<file path="config.mk">
export PLATFORM = sky130hd
export DESIGN_NAME = posit32_encode_regime
export DESIGN_NICKNAME = d
export VERILOG_FILES = /design/src/rtl/posit32_encode_regime.sv
export SDC_FILE = /design/constraint.sdc
export NUM_CORES = 1
export LEC_CHECK = 0
export BUFFER_PORTS_ARGS = -buffer_cell sky130_fd_sc_hd__buf_2
export CAP_MARGIN = 20
export CORE_MARGIN = 5
export CORE_UTILIZATION = 50
export DETAILED_ROUTE_END_ITERATION = 8
export GPL_ROUTABILITY_DRIVEN = 0
export GPL_TIMING_DRIVEN = 0
export PLACE_DENSITY = 0.83
export SLEW_MARGIN = 20
export SYNTH_ARGS = -nofsm -noshare
export SYNTH_HDL_FRONTEND = slang
export SYNTH_SLANG_ARGS = --single-unit
</file>
<file path="constraint.sdc">
create_clock -name clk -period 3.5 [get_ports clk]
set_input_delay 0.35 -clock clk [delete_from_list [all_inputs] [get_ports clk]]
set_output_delay 0.35 -clock clk [all_outputs]
set_load 0.02 [all_outputs]
</file>
<file path="src/rtl/posit32_encode_regime.sv">
// rtl/posit32_encode_regime.sv - two-stage posit32 (es=2) encoder: regime build, RNE rounding, saturation, sign
module posit32_encode_regime #(
   parameter int FRAC_W = 27
) (
   input  logic              clk,
   input  logic              rst,
   input  logic              in_valid,
   output logic              in_ready,
   input  logic              in_sign,
   input  logic              in_zero,
   input  logic              in_nar,
   input  logic [6:0]        in_k,
   input  logic [1:0]        in_exp,
   input  logic [FRAC_W-1:0] in_frac,
   input  logic              in_sticky,
   output logic              out_valid,
   input  logic              out_ready,
   output logic [31:0]       out_posit
);

   localparam logic [63:0] TOP_ONE  = 64'h8000_0000_0000_0000;
   localparam logic [63:0] ALL_ONES = 64'hFFFF_FFFF_FFFF_FFFF;
   localparam logic [30:0] MAXPOS   = 31'h7FFF_FFFF;

   logic        adv;

   logic        s1_valid_q, s1_valid_d;
   logic [30:0] s1_body_q, s1_body_d;
   logic        s1_guard_q, s1_guard_d;
   logic        s1_sticky_q, s1_sticky_d;
   logic        s1_sign_q, s1_sign_d;
   logic        s1_zero_q, s1_zero_d;
   logic        s1_nar_q, s1_nar_d;
   logic        s1_sat_max_q, s1_sat_max_d;
   logic        s1_sat_min_q, s1_sat_min_d;

   logic        out_valid_q, out_valid_d;
   logic [31:0] out_posit_q, out_posit_d;

   logic        k_neg;
   logic [6:0]  k_mag;
   logic [6:0]  reg_len;
   logic [63:0] regime64;
   logic [63:0] tail64;
   logic [63:0] stream;

   logic        round_up;
   logic [31:0] body_sum;
   logic [30:0] body_r;
   logic [31:0] mag;
   logic [31:0] word;

   assign adv       = !out_valid_q || out_ready;
   assign in_ready  = adv;
   assign out_valid = out_valid_q;
   assign out_posit = out_posit_q;

   // Stage 1: regime run placed at the top of a 64-bit stream, exp/frac appended right after it
   always_comb begin
      k_neg    = in_k[6];
      k_mag    = k_neg ? (~in_k + 7'd1) : in_k;
      reg_len  = k_neg ? (k_mag + 7'd1) : (k_mag + 7'd2);
      regime64 = k_neg ? (TOP_ONE >> k_mag) : ~(ALL_ONES >> (k_mag + 7'd1));
      tail64   = {in_exp, in_frac, {(62 - FRAC_W){1'b0}}};
      stream   = regime64 | (tail64 >> reg_len);

      s1_valid_d   = s1_valid_q;
      s1_body_d    = s1_body_q;
      s1_guard_d   = s1_guard_q;
      s1_sticky_d  = s1_sticky_q;
      s1_sign_d    = s1_sign_q;
      s1_zero_d    = s1_zero_q;
      s1_nar_d     = s1_nar_q;
      s1_sat_max_d = s1_sat_max_q;
      s1_sat_min_d = s1_sat_min_q;

      if (adv) begin
         s1_valid_d = in_valid;
         if (in_valid) begin
            s1_body_d    = stream[63:33];
            s1_guard_d   = stream[32];
            s1_sticky_d  = (|stream[31:0]) | in_sticky;
            s1_sign_d    = in_sign;
            s1_zero_d    = in_zero;
            s1_nar_d     = in_nar;
            s1_sat_max_d = $signed(in_k) > 7'sd30;
            s1_sat_min_d = $signed(in_k) < -7'sd30;
         end
      end
   end

   // Stage 2: round to nearest even; a carry out of the body clamps to maxpos instead of reaching NaR
   always_comb begin
      round_up = s1_guard_q && (s1_sticky_q || s1_body_q[0]);
      body_sum = {1'b0, s1_body_q} + {31'd0, round_up};
      body_r   = body_sum[31] ? MAXPOS : body_sum[30:0];

      if (s1_sat_max_q)
         mag = {1'b0, MAXPOS};
      else if (s1_sat_min_q)
         mag = 32'h0000_0001;
      else
         mag = {1'b0, body_r};

      if (s1_nar_q)
         word = 32'h8000_0000;
      else if (s1_zero_q)
         word = 32'h0000_0000;
      else if (s1_sign_q)
         word = ~mag + 32'd1;
      else
         word = mag;

      out_valid_d = out_valid_q;
      out_posit_d = out_posit_q;
      if (adv) begin
         out_valid_d = s1_valid_q;
         if (s1_valid_q)
            out_posit_d = word;
      end
   end

   always_ff @(posedge clk) begin
      if (rst) begin
         s1_valid_q   <= 1'b0;
         s1_body_q    <= '0;
         s1_guard_q   <= 1'b0;
         s1_sticky_q  <= 1'b0;
         s1_sign_q    <= 1'b0;
         s1_zero_q    <= 1'b0;
         s1_nar_q     <= 1'b0;
         s1_sat_max_q <= 1'b0;
         s1_sat_min_q <= 1'b0;
         out_valid_q  <= 1'b0;
         out_posit_q  <= '0;
      end else begin
         s1_valid_q   <= s1_valid_d;
         s1_body_q    <= s1_body_d;
         s1_guard_q   <= s1_guard_d;
         s1_sticky_q  <= s1_sticky_d;
         s1_sign_q    <= s1_sign_d;
         s1_zero_q    <= s1_zero_d;
         s1_nar_q     <= s1_nar_d;
         s1_sat_max_q <= s1_sat_max_d;
         s1_sat_min_q <= s1_sat_min_d;
         out_valid_q  <= out_valid_d;
         out_posit_q  <= out_posit_d;
      end
   end

   // Upstream must keep a refused beat pending until it is taken
   in_valid_held : assert property (@(posedge clk) disable iff (rst)
      (in_valid && !in_ready) |=> in_valid);

endmodule
</file>
* After elaboration in Yosys (flattened, before gate mapping)
Index checks and enable logic that the tools add are counted.
** Operators by class
- Order comparisons :: 2
- Bitwise gates (word level) :: 5
- Muxes and demuxes :: 9
- Shift-type cells :: 3
- Reduce and logical (&&, ||, !) cells :: 7
- Add/subtract/negate cells :: 5
** Operators with widths (number)
- 64-bit by 7-bit right shift with 64-bit output (first input constant) :: 2
- 32-bit 2-to-1 mux :: 3
- 31-bit 2-to-1 mux :: 3
- 64-bit 2-to-1 mux :: 1
- 64-bit inverter :: 1
- 64-bit OR :: 1
- 64-bit by 7-bit right shift with 64-bit output :: 1
- 31-bit by 1-bit adder with 32-bit output :: 1
- 32-bit by 1-bit adder with 32-bit output (second input constant) :: 1
- 32-bit inverter :: 1
- 32-bit OR reduction :: 1
- 7-bit by 1-bit adder with 7-bit output (second input constant) :: 2
- 7-bit 2-to-1 mux :: 2
- 7-bit by 2-bit adder with 7-bit output (second input constant) :: 1
- 7-bit by 6-bit > comparator with 1-bit output (second input constant) :: 1
- 7-bit by 6-bit less-than comparator with 1-bit output (second input constant) :: 1
- 7-bit inverter :: 1
- 2-bit AND reduction :: 2
- 1-bit logical OR :: 2
- 1-bit logical AND :: 1
- 1-bit logical NOT :: 1
- 1-bit OR :: 1
** Word-level totals
- Output and inout bits :: 34
- Logic and storage cells :: 42
- Flip-flop bits (word level) :: 72

* Longest topological paths before layout
- Depth in word-level cells :: 11
- Gate-level depth with buffers :: 18

* Least setup slack after synthesis
Ideal clock, no wire load.
- Path kind :: input to register
- From :: input port in_k[0]
- To :: register s1_sticky_q
- Path slack :: -0.239 ns
- Buffers on the path :: 3
- Library setup time :: 0.121 ns
- Arrival time :: 3.618 ns
- Cell stages on the path :: 16
- Cells stage by stage :: buf_4 inv_1 ha_1 nand2_1 nand2_1 ha_1 mux2_1 buf_4 buf_6 mux4_2 mux2i_1 mux2i_1 or4b_1 o22a_1 o22ai_1 a21oi_1
** On the way
- Word-level cells in the longest chain between the ends :: 10
** RTL lines
- start, declared :: line 12 : input logic [6:0] in_k,
- 7-bit inverter :: line 61 : k_mag = k_neg ? (~in_k + 7'd1) : in_k;
- 7-bit by 1-bit adder with 7-bit output :: line 61
- 7-bit 2-to-1 mux (*) :: line 61
- 7-bit by 1-bit adder with 7-bit output :: line 62, 63
- 64-bit by 7-bit right shift with 64-bit output :: line 63 : regime64 = k_neg ? (TOP_ONE >> k_mag) : ~(ALL_ONES >> (k_mag + 7'd1));
- 64-bit inverter :: line 63
- 64-bit 2-to-1 mux :: line 63
- 64-bit OR (*) :: line 65 : stream = regime64 | (tail64 >> reg_len);
- 32-bit OR reduction (*) :: line 82 : s1_sticky_d = (|stream[31:0]) | in_sticky;
- 1-bit OR (*) :: line 82
- end signal, assigned :: line 140 : s1_sticky_q <= s1_sticky_d;
- end, declared :: line 30 : logic s1_sticky_q, s1_sticky_d;
Mark *: on every way between the ends. The rest lies on a longest branch, timed or not.
A chain may end at the register's enable or synchronous reset.

* Final worst setup path
- From :: input port in_k[0]
- To :: register s1_body_q[0]
** On the way
- Word-level cells in the longest chain between the ends :: 8
** RTL lines
- 7-bit inverter :: line 61
- 7-bit by 1-bit adder with 7-bit output :: line 61
- 7-bit 2-to-1 mux (*) :: line 61
- 7-bit by 1-bit adder with 7-bit output :: line 62, 63
- 64-bit by 7-bit right shift with 64-bit output :: line 63
- 64-bit inverter :: line 63
- 64-bit 2-to-1 mux :: line 63
- 64-bit OR (*) :: line 65
- end signal, assigned :: line 138 : s1_body_q <= s1_body_d;
- end, declared :: line 28 : logic [30:0] s1_body_q, s1_body_d;
Marks and branches as above.

==> results.json <==
{
  "status": "complete, but fails checks",
  "violations": "design-rule violations, negative setup slack",
  "drc": 39,
  "syn_area_per_cell_um2": 7.57,
  "finClkSkew_ps": 6.26,
  "arrival_ps": 3790,
  "die-width_um": 138,
  "syn_inst": 1088,
  "syn_area_um2": 8230,
  "cts_buffer_depth": 2,
  "end_kind": "flip-flop",
  "yosysWarnings": 0,
  "clk_pin_slew_ps": 60,
  "setup_viol": 1,
  "place_hpwl_um": 20700,
  "synth_edf_count": 0,
  "seq_area_frac_synth": 0.175,
  "dieHeight_um": 138,
  "ys_dominant_reg_cell": "dfxtp_1",
  "antenna_cells": 0,
  "reg2reg_slack_ps": 40,
  "crit_slowest_cell": "a2111oi_2",
  "fmax_mhz": 280,
  "synthArstFlopShare": 0,
  "min_to": "s1_sign_q$_SDFFE_PP0P_",
  "cts.sinks": 72,
  "grt-ovfl-total": 0,
  "crit_chain": "buf_2, buf_12, clkinvlp_4, ha_4, nand2_2, nand2_4, ha_4, mux2_4, buf_6, buf_6, buf_4, mux4_2, a22oi_1, mux2i_1, nand2_1, a21oi_1, a2111oi_2, nor3_1",
  "first_iter_violations": 1738,
  "grtUsageMet3": 0.0477,
  "grt.busiest_layer": "met2",
  "met1_usage": 0.322,
  "layout_commonest_cell": "nand2_1",
  "cts_tree": "done",
  "grt_pass1_vias": 8578,
  "yosysUniqueCellTypes": 102,
  "use_met2": 0.442,
  "clock_latency_ps": 340,
  "finalHoldViolCount": 0,
  "cap_violations": 0,
  "viasPerCell": 6.77,
  "worst_slack_ps": -75.7,
  "grt_usage": 0.269,
  "clockPowerShare": 0.246,
  "hold_slack_ps": 252,
  "rsz0062_at_grt": "true",
  "rows": 47,
  "slew_viol_final": 0,
  "peakVddDrop_v": 0.000233,
  "r2r_start": "s1_body_q[12]$_SDFFE_PP0P_",
  "finalPower_uw": 3760,
  "max_slew.worst_pin.slew_ps": 1030,
  "worstHoldPathType": "input port to flip-flop",
  "drtPass1Iterations": 9,
  "seq_power_share": 0.251,
  "relSlewSlack": 0.310,
  "core_area_um2": 16300,
  "cts_max_level": 3,
  "syn_to_final_growth_pct": 21.1,
  "switching_share": 0.416,
  "antenna_found_initial": 0,
  "crit_required_ps": 3710,
  "wirelength_um": 29000,
  "r2r_cells": 17,
  "worstHoldStart": "in_sign",
  "dpl-instance-area_um2": 8950,
  "io_pins": 78,
  "holdPathStages": 3,
  "dieArea_um2": 19100,
  "final_cell_mix": "136 x nand2_1, 119 x nor2_1, 97 x buf_2",
  "num_vias": 9620,
  "clockRootBuffer": "clkbuf_16",
  "internal_power_uw": 2190,
  "crit_path_max_incr_delay_ps": 450,
  "syn-num-nets": 1149,
  "min_period_ps": 3580,
  "synth-seq-cells": 72,
  "p_switching_uw": 1560,
  "initial_core_util": 0.504,
  "grt_pass1_wl_um": 43300,
  "fin_crit_sh": 1.02,
  "cp_max_fo": 10,
  "path_class": "input port to flip-flop",
  "r2r-end": "out_posit[18]$_SDFFE_PP0P_",
  "numPortBuffers": 75,
  "ant_nets": 0,
  "post-place-ws_ps": -941,
  "worst_setup_path_start_kind": "input port",
  "drive_gt1_frac": 0.259,
  "nets": 1256,
  "pwr_density_cell_nw_per_um2": 377,
  "grt_max_degree": 13,
  "numCtsBuffers": 9,
  "combPwrFrac": 0.503,
  "final_area_um2": 9970,
  "wire_per_inst_um": 20.4,
  "leakagePower_uw": 0.00370
}
[cell usage after synthesis (all sizes together), types with 16 or more instances]
| library cell | count | share of area |
|---|---|---|
| nor2 | 122 | 0.057 |
| mux4 | 26 | 0.072 |
| ha | 17 | 0.026 |
| nand2 | 141 | 0.065 |
| dfxtp | 72 | 0.18 |
| nand3 | 49 | 0.032 |
| buf | 52 | 0.040 |
| inv | 25 | 0.011 |
| xor2 | 16 | 0.017 |
| nand4 | 17 | 0.016 |
| a31oi | 17 | 0.018 |
| a21oi | 72 | 0.044 |
| xnor2 | 38 | 0.045 |
| nor3 | 56 | 0.037 |
| a211oi | 21 | 0.023 |
| clkbuf | 37 | 0.017 |
| mux2i | 40 | 0.049 |
| o21ai | 62 | 0.038 |
[layout make-up]
type	count	area, um^2
tap	220	275
inverter	26	103
timing repair buffer	98	548
multi-input combinational	902	6770
clock inverter	4	53.8
buffer	86	522
clock buffer	12	246
sequential	72	1450
fill	1446	6380
[power groups by stage]
stage               clock [uW]  sequential [uW]  combinational, uW
CTS                        928              935               1610
floorplan                    0              963               1170
global placement             0              948               1540
detailed placement           0              951               1570
finish                     924              942               1890
global route               975              949               2000
[sequential cells by signal, summed over array words and instances, names as in the netlist]
name	count
out_posit	32
out_valid	1
s1_body_q	31
s1_guard_q	1
s1_nar_q	1
s1_sat_max_q	1
s1_sat_min_q	1
s1_sign_q	1
s1_sticky_q	1
s1_valid_q	1
s1_zero_q	1
[critical path, delay by kind of cell]
| family | cells | cell delay, ps |
|---|---|---|
| AOI/OAI and AO/OA | 3 | 830 |
| adders and majority gates | 2 | 520 |
| buffers and inverters | 6 | 850 |
| muxes | 3 | 860 |
| and+or+nand+nor | 4 | 370 |
[stage by stage]
stage / setup TNS [ps] / util / cells
5_1_grt: -566 / 0.610 / 1420
2_1_floorplan: -3.19 / - / 1088
3_3_place_gp: -6950 / 0.547 / 1383
4_1_cts: 0 / 0.574 / 1403
6_report: -75.7 / 0.610 / 1420
3_5_place_dp: -8760 / 0.547 / 1383
[cell families after synthesis]
logic type | after synthesis | synth area share
simple gates | 471 | 0.284
compound gates | 287 | 0.252
buf+inv | 115 | 0.0691
flops | 72 | 0.175
mux | 70 | 0.126
xor+xnor | 56 | 0.0676
fa+ha+maj | 17 | 0.0258
[worst max-delay path by stage]
| stage | startpoint | endpoint | slack (ps) | cells past startpoint |
|---|---|---|---|---|
| after floorplan | in_k[0] | s1_sticky_q$_SDFFE_PP0P_ | -3 | 16 |
| after global placement | in_k[0] | s1_body_q[1]$_SDFFE_PP0P_ | -900 | 17 |
| after detailed placement | in_k[0] | s1_body_q[1]$_SDFFE_PP0P_ | -940 | 17 |
| after CTS | s1_body_q[0]$_SDFFE_PP0P_ | out_posit[31]$_SDFFE_PP0P_ | 0.6 | 13 |
| after global routing | in_k[0] | s1_sticky_q$_SDFFE_PP0P_ | -150 | 11 |
| final | in_k[0] | s1_body_q[0]$_SDFFE_PP0P_ | -80 | 18 |
[metal layers]
layer | routed length, um | share of wire
met5 | 0 | 0
met4 | 2450 | 0.085
met3 | 2970 | 0.10
met2 | 13200 | 0.45
met1 | 10400 | 0.36
[repair_timing]
item                                    4_1_cts  5_1_grt
hold buffers                                  0        0
pin swaps                                     4       15
setup buffers                                 4       19
gates resized for setup                      30       91
endpoints found under the setup margin       19       27
cloned                                        0        1
Power figures use the tool's default switching activity.
